--- config.mk ---
export PLATFORM = sky130hd
export DESIGN_NAME = pwm_duty_ramp_ctrl
export DESIGN_NICKNAME = d
export VERILOG_FILES = /design/src/rtl/pwm_duty_ramp_ctrl.sv
export SDC_FILE = /design/constraint.sdc
export NUM_CORES = 1
export LEC_CHECK = 0
export CAP_MARGIN = 25
export CORE_MARGIN = 2
export CORE_UTILIZATION = 50
export CTS_CLUSTER_SIZE = 8
export DETAILED_ROUTE_END_ITERATION = 12
export PLACE_DENSITY = 0.72
export SLEW_MARGIN = 0
export SYNTH_ARGS = -nofsm -noshare
export SYNTH_HDL_FRONTEND = slang
export SYNTH_SLANG_ARGS = --single-unit
--- constraint.sdc ---
create_clock -name clk_50MHz -period 5.3 [get_ports clk_50MHz]
set_input_delay 0.53 -clock clk_50MHz [delete_from_list [all_inputs] [get_ports clk_50MHz]]
set_output_delay 0.53 -clock clk_50MHz [all_outputs]
set_load 0.01 [all_outputs]
--- src/rtl/pwm_duty_ramp_ctrl.sv ---
// Soft-start/stop duty slewer for the 4-bit PWM: latches a target over valid/ready and steps pulse_width toward it at period boundaries.
// One-clock output latency; target_ready is low while ramping or stopped, so the requester holds target_valid until IDLE.
module pwm_duty_ramp_ctrl #(
  parameter int STEP_PERIODS = 4,
  parameter int STEP_SIZE    = 1,
  parameter int DUTY_MAX     = 15
) (
  input  logic       clk_50MHz,
  input  logic       reset,
  input  logic       period_start,
  input  logic       estop,
  input  logic       target_valid,
  input  logic [3:0] target_duty,
  output logic       target_ready,
  output logic [3:0] pulse_width,
  output logic       ramp_busy,
  output logic       at_target
);

  typedef enum logic [1:0] {
    ST_IDLE  = 2'd0,
    ST_RAMP  = 2'd1,
    ST_FAULT = 2'd2
  } state_t;

  localparam logic [7:0] CNT_LAST = 8'(STEP_PERIODS - 1);
  localparam logic [4:0] STEP5    = 5'(STEP_SIZE);
  localparam logic [3:0] DMAX     = 4'(DUTY_MAX);

  state_t      state_q, state_d;
  logic [7:0]  cnt_q, cnt_d;
  logic [3:0]  tgt_q, tgt_d;
  logic [3:0]  pw_q, pw_d;
  logic        busy_q, busy_d;
  logic        at_q, at_d;
  logic        rdy_q, rdy_d;

  logic [3:0]        req_clamped;
  logic signed [4:0] diff;
  logic [4:0]        mag;
  logic [3:0]        step_amt;
  logic [3:0]        pw_stepped;

  // Step is limited to the remaining distance, so the ramp lands exactly on tgt.
  always_comb begin
    req_clamped = (target_duty > DMAX) ? DMAX : target_duty;
    diff        = $signed({1'b0, tgt_q}) - $signed({1'b0, pw_q});
    mag         = diff[4] ? 5'(-diff) : 5'(diff);
    step_amt    = (mag > STEP5) ? STEP5[3:0] : mag[3:0];
    pw_stepped  = diff[4] ? (pw_q - step_amt) : (pw_q + step_amt);
  end

  always_comb begin
    state_d = state_q;
    cnt_d   = cnt_q;
    tgt_d   = tgt_q;
    pw_d    = pw_q;
    at_d    = 1'b0;
    if (estop) begin
      state_d = ST_FAULT;
      pw_d    = 4'd0;
      tgt_d   = 4'd0;
      cnt_d   = 8'd0;
    end else begin
      case (state_q)
        ST_IDLE: begin
          if (target_valid && rdy_q) begin
            tgt_d = req_clamped;
            cnt_d = 8'd0;
            if (req_clamped == pw_q) begin
              at_d = 1'b1;
            end else begin
              state_d = ST_RAMP;
            end
          end
        end
        ST_RAMP: begin
          if (period_start) begin
            if (cnt_q == CNT_LAST) begin
              cnt_d = 8'd0;
              pw_d  = pw_stepped;
              if (pw_stepped == tgt_q) begin
                state_d = ST_IDLE;
                at_d    = 1'b1;
              end
            end else begin
              cnt_d = cnt_q + 8'd1;
            end
          end
        end
        ST_FAULT: begin
          state_d = ST_IDLE;
        end
        default: begin
          state_d = ST_IDLE;
        end
      endcase
    end
    busy_d = (state_d == ST_RAMP);
    rdy_d  = (state_d == ST_IDLE);
  end

  always_ff @(posedge clk_50MHz) begin
    if (reset) begin
      state_q <= ST_IDLE;
      cnt_q   <= 8'd0;
      tgt_q   <= 4'd0;
      pw_q    <= 4'd0;
      busy_q  <= 1'b0;
      at_q    <= 1'b0;
      rdy_q   <= 1'b0;
    end else begin
      state_q <= state_d;
      cnt_q   <= cnt_d;
      tgt_q   <= tgt_d;
      pw_q    <= pw_d;
      busy_q  <= busy_d;
      at_q    <= at_d;
      rdy_q   <= rdy_d;
    end
  end

  assign target_ready = rdy_q;
  assign pulse_width  = pw_q;
  assign ramp_busy    = busy_q;
  assign at_target    = at_q;

endmodule

==> metrics.md <==
| Metric | Value |
|---|---|
| Outcome | completed |
| Cell Area, Placed | 1600 µm² |
| Top FF cell, synth | dfxtp_1 |
| Post-CTS setup buffer count | 0 |
| Total track usage | 0.196 |
| Post-DR wirelength/cell | 14.3 µm |
| Sw power | 80.3 µW |
| Post-synth EDFFs | 0 |
| Layout area overhead | 14.1% |
| Seq pwr share | 0.548 |
| Final WL | 2.99 mm |
| CP cell instances | inv_1 -> ha_1 -> fa_1 -> or2b_1 -> a21oi_1 -> and3b_1 -> o21ai_0 -> nor2_1 -> ha_1 -> nand2_1 -> ha_1 -> nor2b_1 -> o21a_1 -> or3_2 -> o2bb2ai_1 -> a31oi_1 -> o21a_1 |
| Post-synthesis adder-cell area fraction | 0.116 |
| Setup TNS Final | 0 ns |
| I/O pin cnt | 16 |
| Drt pass-1 iters | 5 |
| Multiplexer share of the synthesized area | 0.0492 |
| Port Buffers | 15 |
| Grt total ovfl | 0 |
| Hold Violations, Final | 0 |
| Largest family of logic cells by synthesized area | simple AND/OR/NAND/NOR gates |
| Clk_lat worst skew | 0.31 ns |
| Slew of the pin with the lowest slew margin | 0.682 ns |
| Vias | 1183 |
| P_leak | 0.654 nW |
| Internal power | 214 µW |
| Final worst slack | 0.837 ns |
| Crit path required time | 5.57 ns |
| Routed vias/inst | 5.66 |
| Comb pwr share | 0.183 |
| ANT nets after route | 0 |
| CP bufs+invs | 1 |
| Clock power share | 0.269 |
| GPL Wtd Cong | 0.929 |
| Vias in the first global route | 1135 |
| Setup CP Type | reg -> reg |
| Initial antenna violation count | 0 |
| Async SR Flop Fraction | 0 |
| Max Clock Skew | 0.00367 ns |
| Gates resized, CTS repair | 0 |
| Syn_area_per_cell | 8.85 µm² |
| F_max | 0.224 GHz |
| Clock-pin slew on the worst setup and hold paths | 0.12 ns |
| Post-DP HPWL | 2.43 mm |
| Element type at the critical path end | flip-flop |
| Hold Path Class | reg -> reg |
| Crit-path most repeated cell | ha_1 |
| Max_slew headroom | 0.545 |
| Core area | 2730 µm² |
| Die Y | 57.4 µm |
| CP max-delay cell | a21oi_1 |
| CP Launch Type | flip-flop |
| H-tree levels | 1 |
| Hold WS | 0.539 ns |
| Crit-path max FO | 11 |
| Fin. max-slew vios | 0 |
| CTS tree | yes |
| Complex-gate fraction of the synthesized area | 0.139 |
| Synth Area in XOR/XNOR | 0.111 |
| Power Density | 181 nW/µm² |
| Max Cap Viol | 0 |
| Syn nets | 182 |
| Die Width | 57.4 µm |
| Post-synthesis sequential area ratio | 0.295 |
| CTS root buf | clkbuf_4 |
| Post-synthesis register bit count | 21 |
| Peak VDD IR | 0.177 mV |
| First-pass GRT wire length | 5.06 mm |
| Hold_buf cts | 0 |
| Finished Cell Area | 1630 µm² |
| Final setup vio count | 0 |
| Drt drc | 0 |
| CTS buffer count | 3 |
| Period minus WS final | 4.46 ns |
| Clock sink count | 21 |
| Synth Area in Simple Gates | 0.259 |
| Antenna Cells | 0 |
| Yosys cell types | 45 |
| Final nets | 200 |
| Worst Path Arrival | 4.73 ns |
| RSZ-0062 raised after global routing | false |
| Die Area | 3290 µm² |
| Switching portion of total power | 0.273 |
| FP Rows | 19 |
| Mapped Cells | 161 |
| Family with the most delay on the worst path | compound AO/OA/AOI/OAI gates |
| Synthesis Warnings | 0 |
| Post-route clock period utilization | 0.842 |
| Initial DRC Count | 36 |
| CTS max path bufs | 2 |
| CP max stage delay | 0.54 ns |
| Largest net degree at the start of global routing | 13 |
| Initial Util | 0.521 |
| Share of layout cells above drive strength 1 | 0.0899 |
| Synthesized area | 1430 µm² |
| Pre-CTS setup slack | 0.903 ns |
[power groups by stage]
stage	logic, mW	clock network (mW)	registers (mW)
2_1_floorplan	0.0370	0	0.165
3_3_place_gp	0.0513	0	0.165
6_report	0.0538	0.0791	0.161
4_1_cts	0.0539	0.0783	0.161
5_1_grt	0.0588	0.0867	0.162
3_5_place_dp	0.0536	0	0.165
[path summary, 6_finish.rpt]
check	startpoint	end	slack (ns)	depth (start not counted)
worst min-delay path	state_q[1]	at_target	0.54	1
worst max-delay path	tgt_q[0]	ramp_busy	0.84	17
worst min register to register	state_q[1]	at_target	0.54	1
worst max register to register	tgt_q[0]	ramp_busy	0.84	17
[layout make-up]
type | count | area, µm²
clock inverters | 1 | 5.00
well taps | 31 | 38.8
inverters | 7 | 26.3
repair buffers | 15 | 150
multi-input cells | 131 | 963
clock buffers | 3 | 22.5
flip-flops and latches | 21 | 420
fillers | 232 | 1110
[logic make-up (layout without fill, tap and decap cells)]
logic type / Yosys count / after routing
muxes: 7 / 7
other: 1 / 1
buffers and inverters: 9 / 26
adders and majority gates: 12 / 12
xor gates and xnor gates: 18 / 18
AOI/OAI and AO/OA: 27 / 27
and+or+nand+nor: 66 / 66
DFF: 21 / 21
[cell usage in the layout, fill, tap and decap left out, types with 3 or more instances in the layout]
cell type	synthesis	routed
a211oi_1	3	3
a21oi_1	3	3
clkbuf_4	0	3
clkdlybuf4s50_1	0	15
dfxtp_1	21	21
ha_1	10	10
inv_1	7	7
mux2i_1	7	7
nand2_1	10	10
nand3_1	4	4
nand4_1	5	5
nor2_1	23	23
nor2b_1	4	4
o21a_1	5	5
o21ai_0	4	4
or2_2	4	4
xnor2_1	3	3
xor2_1	15	15
[per-layer routing]
metal,global-route usage,part of all wire,vias up
met5,0,0,-
met4,0.0797,0.017,0
met3,0.0340,0.046,7
met2,0.308,0.46,29
met1,0.266,0.48,545
li1,-,-,602
[flip-flops by register name, summed over array words and instances, names as in the netlist]
register      cells
ramp_busy         1
state_q           2
tgt_q             4
cnt_q             8
at_target         1
pulse_width       4
target_ready      1
[stage by stage]
step                cells  total power, mW   util
floorplan             161            0.202      -
global placement      205            0.216  0.585
detailed placement    205            0.218  0.585
CTS                   209            0.294  0.595
global route          209            0.307  0.595
finish                209            0.294  0.595
[synth_stat cells (all sizes together) (2+ instances only)]
cell | instances | area share
xnor2 | 3 | 0.018
nand2b | 2 | 0.0088
a21oi | 3 | 0.011
nand4 | 5 | 0.022
ha | 10 | 0.088
nor3 | 2 | 0.011
a31oi | 2 | 0.0088
nand3 | 4 | 0.014
dfxtp | 21 | 0.29
a211oi | 4 | 0.025
nor2 | 23 | 0.061
xor2 | 15 | 0.092
o21ai | 4 | 0.014
o21a | 5 | 0.026
inv | 7 | 0.018
nor4 | 2 | 0.019
and3 | 2 | 0.0097
mux2i | 7 | 0.049
buf | 2 | 0.011
or2 | 5 | 0.022
nor2b | 4 | 0.018
nand2 | 10 | 0.026
fa | 2 | 0.028
(Power assumes the default switching activity.)
